==> src/rtl/pr_reg_seq_pkg.sv <==
// Shared types and constants for the P-R register access sequencer.
package pr_reg_seq_pkg;

  localparam int REG_IDX_W = 3;
  localparam int WORD_W    = 16;
  localparam int CNT_W     = 4;

  typedef enum logic [2:0] {
    IDLE    = 3'd0,
    WDATA   = 3'd1,
    SETUP   = 3'd2,
    CAPTURE = 3'd3,
    ROUT    = 3'd4,
    STROBE  = 3'd5,
    HOLD    = 3'd6,
    NEXT    = 3'd7
  } state_e;

  // Register index advance; the 3-bit result wraps 7 -> 0.
  function automatic logic [0:REG_IDX_W-1] idx_inc(input logic [0:REG_IDX_W-1] idx);
    return idx + 3'd1;
  endfunction

endpackage

==> src/rtl/pr_reg_seq_cnt.sv <==
// Loadable down-counter timing the settle and strobe phases; saturates at zero.
module pr_reg_seq_cnt
  import pr_reg_seq_pkg::*;
(
  input  logic             clk_sys,
  input  logic             rst,
  input  logic             load,
  input  logic [CNT_W-1:0] load_val,
  output logic             zero
);

  logic [CNT_W-1:0] cnt_r;

  // Load on request, otherwise count down and stop at zero.
  always_ff @(posedge clk_sys) begin
    if (rst) begin
      cnt_r <= {CNT_W{1'b0}};
    end else if (load) begin
      cnt_r <= load_val;
    end else if (cnt_r != {CNT_W{1'b0}}) begin
      cnt_r <= cnt_r - {{(CNT_W-1){1'b0}}, 1'b1};
    end
  end

  assign zero = (cnt_r == {CNT_W{1'b0}});

endmodule

==> src/rtl/pr_reg_seq.sv <==
// Debug/control-panel sequencer that reads or writes P-R registers R0..R7 while the CPU is stopped.
// Optional running checksum output enabled by defining PR_REG_SEQ_CHKSUM_EN.
module pr_reg_seq
  import pr_reg_seq_pkg::*;
#(
  parameter int SETTLE     = 2,
  parameter int STROBE_LEN = 2
) (
  input  logic                  clk_sys,
  input  logic                  rst,
  input  logic                  cpu_stopped,
  input  logic                  req_rd,
  input  logic                  req_wr,
  input  logic [0:REG_IDX_W-1]  first,
  input  logic [0:REG_IDX_W-1]  last,
  output logic                  busy,
  output logic                  done,
  output logic                  abort,
  input  logic [0:WORD_W-1]     wr_data,
  input  logic                  wr_valid,
  output logic                  wr_ready,
  output logic [0:WORD_W-1]     rd_data,
  output logic [0:REG_IDX_W-1]  rd_idx,
  output logic                  rd_valid,
  input  logic                  rd_ready,
  output logic                  ra,
  output logic                  rb,
  output logic                  rc,
  output logic                  w_r,
  output logic                  as2,
  output logic                  strob1_,
  output logic                  strob2_,
  output logic                  blr,
  output logic [0:WORD_W-1]     w,
  output logic                  w_oe,
`ifdef PR_REG_SEQ_CHKSUM_EN
  output logic [0:WORD_W-1]     chksum,
`endif
  input  logic [0:WORD_W-1]     l
);

  state_e                 state_r;
  logic [0:REG_IDX_W-1]   cur_r;
  logic [0:REG_IDX_W-1]   last_r;
  logic                   dir_rd_r;

  logic                   accept_s;
  logic                   abort_s;
  logic                   done_s;
  logic                   go_idle_s;
  logic                   cnt_load_s;
  logic [CNT_W-1:0]       cnt_val_s;
  logic                   cnt_zero_s;

  assign as2     = 1'b0;
  assign strob2_ = 1'b1;
  assign blr     = 1'b0;

  pr_reg_seq_cnt u_cnt (
    .clk_sys  (clk_sys),
    .rst      (rst),
    .load     (cnt_load_s),
    .load_val (cnt_val_s),
    .zero     (cnt_zero_s)
  );

  // Request/exit decode and counter control; the counter is preloaded with SETTLE-1 outside the timed states.
  always_comb begin
    accept_s   = (state_r == IDLE) && cpu_stopped && (req_rd || req_wr);
    abort_s    = (state_r != IDLE) && !cpu_stopped;
    done_s     = (state_r == NEXT) && cpu_stopped && (cur_r == last_r);
    go_idle_s  = abort_s || done_s;
    cnt_load_s = 1'b1;
    cnt_val_s  = CNT_W'(SETTLE - 1);
    if (state_r == SETUP) begin
      cnt_load_s = cnt_zero_s;
      cnt_val_s  = CNT_W'(STROBE_LEN - 1);
    end else if (state_r == STROBE) begin
      cnt_load_s = 1'b0;
    end else begin
      cnt_load_s = 1'b1;
    end
  end

  // Sequencer FSM; every P-R control and stream output is registered here.
  always_ff @(posedge clk_sys) begin
    if (rst || go_idle_s) begin
      state_r      <= IDLE;
      cur_r        <= 3'd0;
      last_r       <= 3'd0;
      dir_rd_r     <= 1'b0;
      busy         <= 1'b0;
      wr_ready     <= 1'b0;
      rd_valid     <= 1'b0;
      rd_data      <= 16'h0000;
      rd_idx       <= 3'd0;
      w            <= 16'h0000;
      w_oe         <= 1'b0;
      w_r          <= 1'b0;
      strob1_      <= 1'b1;
      {rc, rb, ra} <= 3'd0;
      done         <= !rst && done_s;
      abort        <= !rst && abort_s;
    end else begin
      done  <= 1'b0;
      abort <= 1'b0;
      case (state_r)
        IDLE: begin
          if (accept_s) begin
            busy     <= 1'b1;
            dir_rd_r <= req_rd;
            cur_r    <= first;
            last_r   <= last;
            if (req_rd) begin
              {rc, rb, ra} <= first;
              state_r      <= SETUP;
            end else begin
              wr_ready <= 1'b1;
              state_r  <= WDATA;
            end
          end
        end
        WDATA: begin
          if (wr_valid) begin
            w            <= wr_data;
            w_oe         <= 1'b1;
            wr_ready     <= 1'b0;
            {rc, rb, ra} <= cur_r;
            state_r      <= SETUP;
          end
        end
        SETUP: begin
          if (cnt_zero_s) begin
            if (dir_rd_r) begin
              state_r <= CAPTURE;
            end else begin
              w_r     <= 1'b1;
              strob1_ <= 1'b0;
              state_r <= STROBE;
            end
          end
        end
        CAPTURE: begin
          rd_data  <= l;
          rd_idx   <= cur_r;
          rd_valid <= 1'b1;
          state_r  <= ROUT;
        end
        ROUT: begin
          if (rd_ready) begin
            rd_valid <= 1'b0;
            state_r  <= NEXT;
          end
        end
        STROBE: begin
          if (cnt_zero_s) begin
            strob1_ <= 1'b1;
            state_r <= HOLD;
          end
        end
        HOLD: begin
          w_r     <= 1'b0;
          w_oe    <= 1'b0;
          state_r <= NEXT;
        end
        NEXT: begin
          // The last-register case leaves through go_idle_s above.
          cur_r <= idx_inc(cur_r);
          if (dir_rd_r) begin
            {rc, rb, ra} <= idx_inc(cur_r);
            state_r      <= SETUP;
          end else begin
            wr_ready <= 1'b1;
            state_r  <= WDATA;
          end
        end
        default: begin
          state_r <= IDLE;
        end
      endcase
    end
  end

`ifdef PR_REG_SEQ_CHKSUM_EN
  // Running mod-2^16 sum of transferred words, cleared on accept and held after done.
  always_ff @(posedge clk_sys) begin
    if (rst || accept_s) begin
      chksum <= 16'h0000;
    end else if ((state_r == CAPTURE) && !abort_s) begin
      chksum <= chksum + l;
    end else if ((state_r == HOLD) && !abort_s) begin
      chksum <= chksum + w;
    end
  end
`endif

endmodule

==> config.mk <==
export PLATFORM = sky130hd
export DESIGN_NAME = pr_reg_seq
export DESIGN_NICKNAME = d
export VERILOG_FILES = /design/src/rtl/pr_reg_seq_pkg.sv /design/src/rtl/pr_reg_seq_cnt.sv /design/src/rtl/pr_reg_seq.sv
export SDC_FILE = /design/constraint.sdc
export NUM_CORES = 1
export LEC_CHECK = 0
export CAP_MARGIN = 20
export CORE_MARGIN = 2
export CORE_UTILIZATION = 40
export DETAILED_ROUTE_END_ITERATION = 6
export PLACE_DENSITY = 0.73
export SKIP_LAST_GASP = 1
export SYNTH_ARGS = -nofsm -noshare
export SYNTH_HDL_FRONTEND = slang
export SYNTH_SLANG_ARGS = --single-unit
==> constraint.sdc <==
create_clock -name clk_sys -period 2.6 [get_ports clk_sys]
set_clock_uncertainty 0.05 [all_clocks]
set_input_delay 0.52 -clock clk_sys [delete_from_list [all_inputs] [get_ports clk_sys]]
set_output_delay 0.52 -clock clk_sys [all_outputs]
set_load 0.02 [all_outputs]
# Yosys cells after proc, flatten, opt, wreduce, memory -nomap -nowiden
# Cells that the tools add are included.
totals:
  output_inout_bits: 49
  latch_bits: 0
  wordCells: 119
  register_bits: 60
  mem_bits_ro: 0
  input_bits: 45
  mem_count: 0
  ramBits: 0
op_classes:
  muxes: 45
  n_eq_ne: 18
  n_mul: 0
  n_addsub: 2
  reduce_logical: 34
  n_div: 0
  order_cmp: 0
  bitwise: 0
  shift: 0
op_table:
  columns: ["op", "n"]
  rows:
  - ["1-bit 2-to-1 mux", 26]
  - ["3-bit one-hot mux with 8 select lines", 1]
  - ["3-bit 2-to-1 mux", 7]
  - ["2-bit inequality test, second input constant", 10]
  - ["5-bit AND reduction", 3]
  - ["3-bit equality test, second input constant", 4]
  - ["1-bit one-hot mux with 3 select lines", 4]
  - ["2-bit nonzero test", 6]
  - ["2-bit AND reduction", 5]
  - ["1-bit one-hot mux with 2 select lines", 4]
  - ["1-bit logical AND", 7]
  - ["3-bit by 2-bit equality test with 1-bit output, second input constant", 2]
  - ["3-bit one-hot mux with 2 select lines", 1]
  - ["3-bit nonzero test", 2]
  - ["4-bit logical NOT", 1]
  - ["2-bit 2-to-1 mux", 2]
  - ["4-bit AND reduction", 1]
  - ["4-bit nonzero test", 1]
  - ["4-bit by 1-bit subtractor with 4-bit output, second input constant", 1]
  - ["3-bit by 1-bit adder with 3-bit output, second input constant", 1]
  - ["3-bit by 1-bit equality test with 1-bit output, second input constant", 1]
  - ["3-bit equality test", 1]
  - ["3-bit logical NOT", 1]
  - ["1-bit logical OR", 3]
  - ["3 further kinds", 4]

# Depth between registers and ports, before layout
# Gate-level depths: netlist (run 1).
logic_depth:
  depth_word: 5
  depth_mapped: 8
  mapped_depth_nobuf: 7

# Cells and area by module
# Synthesis (run 1) repeated with hierarchy kept, for this count alone.
hier_totals:
  cells_unflattened: 326
  hier_area_um2: 2590.0
by_module_without_submodules:
  columns: ["mod", "seq_area_each_um2", "cells_each", "area_each_um2", "n_inst"]
  rows:
  - ["pr_reg_seq", 1121.1, 302, 2361.0, 1]
  - ["pr_reg_seq_cnt", 80.1, 24, 229.0, 1]

# Worst setup path after synthesis (run 1)
# Ideal clock, no wire load.
synth_path:
  path_kind: "flip-flop to flip-flop"
  start: "register u_cnt.cnt_r[0]"
  end: "register state_r[0]"
  setup_ns: 0.070
  arrival_ns: 1.660
  slack_ns: 0.821
  path_stages_with_launch: 9
  period_less_slack_ns: 1.779
  n_path_buf: 1
  path_cell_list: "dfxtp_1 inv_1 ha_1 or3b_1 clkbuf_1 and3_1 a221oi_2 o221ai_1 a21oi_1"
synth_between:
  elab_chain_len: 3
synth_lines:
  columns: ["element", "line", "source"]
  rows:
  - ["start: declaration", "pr_reg_seq_cnt.sv:12", "logic [CNT_W-1:0] cnt_r;"]
  - ["start signal: assignment", "pr_reg_seq_cnt.sv:17", "cnt_r <= {CNT_W{1'b0}};"]
  - ["start signal: assignment", "pr_reg_seq_cnt.sv:19", "cnt_r <= load_val;"]
  - ["start signal: assignment", "pr_reg_seq_cnt.sv:21", "cnt_r <= cnt_r - {{(CNT_W-1){1'b0}}, 1'b1};"]
  - ["4-bit logical NOT *", "pr_reg_seq_cnt.sv:25", "assign zero = (cnt_r == {CNT_W{1'b0}});"]
  - ["2-bit inequality test (no line)", null, null]
  - ["5-bit AND reduction (no line) *", null, null]
  - ["end signal: assignment", "pr_reg_seq.sv:88", "state_r <= IDLE;"]
  - ["end signal: assignment", "pr_reg_seq.sv:116", "state_r <= SETUP;"]
  - ["end signal: assignment", "pr_reg_seq.sv:119", "state_r <= WDATA;"]
  - ["end: declaration", "pr_reg_seq.sv:42", "state_e state_r;"]
# Every way passes the cells marked *; elsewhere a longest branch is shown, timed or not.
# A chain may end at the register's enable or synchronous reset.

# Final worst setup path (run 1)
layout_path:
  start: "register u_cnt.cnt_r[0]"
  end: "register state_r[1]"
# Same word-level chain as after synthesis.

==> flow_summary.toml, run 1 <==
[global_route]
overflow = 0
antenna_found_initial = 0
groute.usage.overall_pct = 18.7
grt_pass1_vias = 2266
grt_pass1_wl_mm = 10.9
grt_max_degree = 55

[clocking]
clk_path_buf_depth = 2
cts_root_buf = "clkbuf_8"
clk-insertion-delay-late_ns = 0.33
cts_tree = "yes"
htree_levels = 3
clk_pin_slew_ns = 0.07
cts_hold_buf = 0
cts_resized = 0
numCtsBuffers = 9
clock_sinks = 60
cts_setup_buffers = 0

[placed_design]
place_hpwl_mm = 4.53
portBuffers = 90
place_congestion = 0.802
placed_area_um2 = 3550

[min_path]
whs_endpoint = "w[1]$_SDFFE_PP0P_"
hp-class = "reg -> reg"
hold_path_depth = 2
hold_start = "w[1]$_SDFFE_PP0P_"

[cells_and_area]
final_area_um2 = 3760
area_growth_pct = 43.3
fill_cells = 573
finish.net_count = 461
most-common-layout-cells = "clkdlybuf4s50_1, nand2_1, dfxtp_1"
diodes = 0
final_layout_size_suffix_gt1_share_pct = 8.83
final_common_cell = "clkdlybuf4s50_1"

[timing]
tightest_slew_ns = 0.620
relSlewSlack_pct = 58.6
finalSetupTns_ns = 0
finalHoldViolCount = 0
fmax_ghz = 0.511
rsz0062_at_grt = "no"
min_period_over_period_pct = 75.2
setup_viol = 0
min_period_ns = 1.96
slew_violations = 0

[route]
wl_met1_mm = 3.05
drt_iter0_drc = 136
drtPass1Iterations = 4
ant_nets = 0
via_count = 2478
wire_per_inst_um = 13.4
wl_met2_mm = 3.03
vias_per_cell = 5.00
top_layer = "met4"
routed_wl_mm = 6.63
drc_errors = 0
met3_length_um = 471

[yosys]
ys_seq_elements = 60
yosysWarnings = 0
synth_enable_flop_cells = 0
yosysSeqAreaShare_pct = 45.7
synth.avg_cell_area_um2 = 8.04
async_flop_share_pct = 0
ys_types = 50
synthCells = 327
synthFlopType = "dfxtp_1"
netlist_area_um2 = 2630

[critical_path]
ff2ff_path_depth = 7
critPathKind = "reg -> reg"
crit_fanout = 6
r2r_end = "state_r[1]$_SDFFE_PP0P_"
arrival_ns = 2.15
cp.required_ns = 2.79
worstReg2RegStart = "u_cnt.cnt_r[0]$_SDFFE_PP0P_"
critPathLaunchType = "flip-flop"
ff2ff_setup_slack_ns = 0.64
endpoint_kind = "flip-flop"

[run_status]
outcome = "completed"

[flow_run]
maxCapViolations = 0

[floorplan]
row_count = 29
start_util_pct = 41.4
core_area_um2 = 6350
fp.dieH_um = 85.1
ios = 94
die_w_um = 85.1
die-area_um2 = 7230

[pwr]
p_per_area_nw_per_um2 = 915
leakage_uw = 0.00133
vdd_drop_max_v = 0.000450
synth_stat cells (3+ instances only):
library cell / n / share of area (%)
and3_1: 3 / 0.71
buf_4: 4 / 1.1
buf_2: 3 / 0.57
dfxtp_1: 60 / 46
buf_6: 7 / 3.0
nand2_1: 87 / 12
nor3_1: 5 / 0.95
nand2b_1: 3 / 0.71
o21ai_0: 11 / 2.1
inv_1: 3 / 0.43
clkbuf_1: 9 / 1.3
nor2b_1: 3 / 0.71
a21oi_1: 53 / 10
nor2_1: 20 / 2.9
nor3b_1: 3 / 0.86
a211oi_2: 3 / 1.4
xor2_1: 3 / 1.0
nand3_1: 6 / 1.1
logic make-up after synthesis:
logic type	Yosys count	share of synthesized area [%]
compound gates	86	19.9
flops	60	45.7
xor+xnor	5	1.67
mux	1	0.381
buf+inv	28	6.76
fa+ha+maj	2	0.952
simple gates	143	24.4
other cells	2	0.286
flip-flops by register name (all words and copies together) (netlist names), 3 cells and up:
signal / flops
rd_data: 16
w: 16
u_cnt.cnt_r: 4
cur_r: 3
last_r: 3
rd_idx: 3
state_r: 3
stage by stage:
stage | power (µW) | worst slack, ns | instances | hold slack (ns) | utilization (%)
finish | 3440 | 0.644 | 496 | 0.402 | 59.3
global route | 3670 | 0.476 | 496 | 0.420 | 59.3
CTS | 3460 | 0.642 | 496 | 0.405 | 59.3
detailed placement | 2530 | 0.369 | 480 | 0.395 | 55.9
global placement | 2510 | 0.395 | 480 | 0.391 | 55.9
floorplan | 2110 | 0.821 | 328 | 0.395 | -
critical path, stage by stage, from the launching register on:
cell and delay (ns):
dfxtp_1 0.34, inv_1 0.06, ha_1 0.20, or3b_1 0.45
and3_1 0.25, a221oi_2 0.19, o21ai_0 0.12, a21oi_1 0.19
layout make-up:
| class | count | area, µm² | area share (%) |
|---|---|---|---|
| flip-flops and latches | 60 | 1200 | 31.9 |
| inverters | 4 | 15.0 | 0.399 |
| repair buffers | 99 | 981 | 26.1 |
| clock inverters | 4 | 72.6 | 1.93 |
| multi-input cells | 240 | 1250 | 33.3 |
| well taps | 77 | 96.3 | 2.56 |
| clock buffers | 12 | 145 | 3.86 |
worst max-delay path by stage:
stage | startpoint | end | cells after the start
6_report | u_cnt.cnt_r[0]$_SDFFE_PP0P_ | state_r[1]$_SDFFE_PP0P_ | 7
5_1_grt | u_cnt.cnt_r[0]$_SDFFE_PP0P_ | state_r[1]$_SDFFE_PP0P_ | 7
4_1_cts | u_cnt.cnt_r[0]$_SDFFE_PP0P_ | state_r[1]$_SDFFE_PP0P_ | 7
3_5_place_dp | req_rd | wr_ready$_SDFFE_PP0P_ | 6
3_3_place_gp | req_rd | wr_ready$_SDFFE_PP0P_ | 6
2_1_floorplan | u_cnt.cnt_r[0]$_SDFFE_PP0P_ | state_r[0]$_SDFFE_PP0P_ | 8
metal layers:
layer  track usage, %  up-vias
met5                0        -
met4             8.08        0
met3             4.57        6
met2             28.7       72
met1             25.2     1131
li1                 -     1269
power breakdown:
part           switching [µW]  internal, µW
logic                     782           556
registers                 109          1070
clock network             365           565
Power figures use the tool's default switching activity.
==> run 2, diff against run 1 <==
--- a/config.mk
+++ b/config.mk
@@ -9,7 +9,7 @@
 export CORE_MARGIN = 2
 export CORE_UTILIZATION = 40
 export DETAILED_ROUTE_END_ITERATION = 6
-export PLACE_DENSITY = 0.73
+export PLACE_DENSITY = 0.76
 export SKIP_LAST_GASP = 1
 export SYNTH_ARGS = -nofsm -noshare
 export SYNTH_HDL_FRONTEND = slang
==> constraint.sdc (replaced) <==
create_clock -name clk_sys -period 1.65 [get_ports clk_sys]
set_clock_uncertainty 0.05 [all_clocks]
set_input_delay 0.33 -clock clk_sys [delete_from_list [all_inputs] [get_ports clk_sys]]
set_output_delay 0.33 -clock clk_sys [all_outputs]
set_load 0.02 [all_outputs]
==> flow_summary.toml, run 2 (synthesis results as in run 1) <==
[min_path]
hp-class = "reg -> reg"
hold_path_depth = 2
whs_endpoint = "w[0]$_SDFFE_PP0P_"
hold_start = "w[0]$_SDFFE_PP0P_"

[timing]
whs_ns = 0.397
finalHoldViolCount = 0
setup_viol = 16
finalSetupTns_ns = -0.341
setup_ws_ns = -0.0713
fmax_ghz = 0.581
rsz0062_at_grt = "yes"
min_period_over_period_pct = 104
min_period_ns = 1.72
slew_violations = 0

[critical_path]
worstReg2RegStart = "state_r[1]$_SDFFE_PP0P_"
r2r_end = "ra$_SDFFE_PP0P_"
critical_path.top_delay_family = "compound AO/OA/AOI/OAI gates"
arrival_ns = 1.91
slowest_delay_ns = 0.41
cp_cell_sequence = "buf_6 > nor3_4 > nor2_1 > a211o_4 > buf_4 > a311oi_1"
crit_buf_inv = 2
crit_fanout = 11
critPathKind = "reg -> reg"
cp.required_ns = 1.84
ff2ff_setup_slack_ns = -0.07
endpoint_kind = "flip-flop"
critPathLaunchType = "flip-flop"
crit_path_top_delay_cell = "a211o_4"
ff2ff_path_depth = 6

[floorplan]
start_util_pct = 41.4
die_w_um = 85.1
row_count = 29
fp.dieH_um = 85.1
ios = 94
core_area_um2 = 6350
die-area_um2 = 7230

[flow_run]
maxCapViolations = 0

[placed_design]
portBuffers = 90
dp.cells = 507
place_congestion = 0.819
placed_area_um2 = 3820
place_hpwl_mm = 5.25
dp_slack_ns = -0.297

[route]
vias_per_cell = 5.09
routed_wl_mm = 7.73
drt_iter0_drc = 159
wire_per_inst_um = 14.5
drtPass1Iterations = 4
wl_met1_mm = 3.13
wl_met2_mm = 3.92
via_count = 2706
met3_length_um = 473
top_layer = "met4"
ant_nets = 0
drc_errors = 0

[cells_and_area]
area_growth_pct = 61.6
finish.net_count = 497
final_layout_size_suffix_gt1_share_pct = 22.2
top_regs = "rd_data x16, w x16, u_cnt.cnt_r x4"
fin_cells = 532
final_common_cell = "nand2_1"
diodes = 0
most-common-layout-cells = "nand2_1, dfxtp_1, a21oi_1"
final_area_um2 = 4250

[global_route]
grt_max_degree = 24
overflow = 0
grt_pass1_wl_mm = 11.8
grt_pass1_vias = 2552
groute.usage.overall_pct = 20.4
antenna_found_initial = 0

[pwr]
p_per_area_nw_per_um2 = 1440
leakage_uw = 0.00180
vdd_drop_max_v = 0.000962

[clocking]
numCtsBuffers = 9
cts_tree = "yes"
clk-insertion-delay-late_ns = 0.33
htree_levels = 3
clk_pin_slew_ns = 0.06
clk_path_buf_depth = 2
clock_sinks = 60
cts_hold_buf = 0
cts_root_buf = "clkbuf_8"

[run_status]
outcome = "complete, but fails checks"
violations = "negative setup slack"
run 2: worst register-to-register path: stages, from the launching register on:
cell	delay (ns)
dfxtp_1	0.32
buf_6	0.14
nor3_4	0.20
nor2_1	0.14
a211o_4	0.42
buf_4	0.17
a311oi_1	0.19
run 2: how the worst max path moves through the flow:
stage	start	endpoint	slack [ns]	depth (start not counted)
global route	u_cnt.cnt_r[1]$_SDFFE_PP0N_	state_r[0]$_SDFFE_PP0P_	-0.13	7
detailed placement	req_rd	wr_ready$_SDFFE_PP0P_	-0.30	6
global placement	cpu_stopped	cur_r[0]$_SDFFE_PP0P_	-0.24	6
CTS	u_cnt.cnt_r[0]$_SDFFE_PP0P_	state_r[0]$_SDFFE_PP0P_	-0.02	7
finish	state_r[1]$_SDFFE_PP0P_	ra$_SDFFE_PP0P_	-0.07	6
floorplan	u_cnt.cnt_r[0]$_SDFFE_PP0P_	state_r[0]$_SDFFE_PP0P_	-0.06	8
run 2: layout make-up:
| type | count | area, µm² |
|---|---|---|
| fill | 545 | 2100 |
| multi-input combinational | 241 | 1390 |
| timing repair buffer | 134 | 1320 |
| sequential | 60 | 1210 |
| clock buffer | 11 | 141 |
| tap | 77 | 96.3 |
| clock inverter | 5 | 75.1 |
| inverter | 4 | 15.0 |
run 2: routing by layer:
metal | vias up | GRT usage [%]
met5 | - | 0
met4 | 0 | 9.24
met3 | 18 | 4.77
met2 | 91 | 35.2
met1 | 1249 | 24.0
li1 | 1348 | -
run 2: timing repair:
| action | 4_1_cts | 5_1_grt |
|---|---|---|
| setup buffers | 4 | 4 |
| endpoints found under the hold margin | 0 | 0 |
| gates cloned | 0 | 4 |
| gates resized for setup | 51 | 28 |
| setup endpoints to repair | 91 | 58 |
| pin swaps | 6 | 9 |
run 2: stage by stage:
| stage | power, µW | utilization (%) |
|---|---|---|
| floorplan | 3350 | - |
| detailed placement | 4350 | 60.2 |
| CTS | 5820 | 63.7 |
| finish | 6120 | 66.9 |
| global placement | 4300 | 60.2 |
| global route | 6490 | 66.9 |
run 2: power by group:
part           internal (µW)  switching (µW)
logic                   1310            1500
registers               1690             180
clock network            884             565
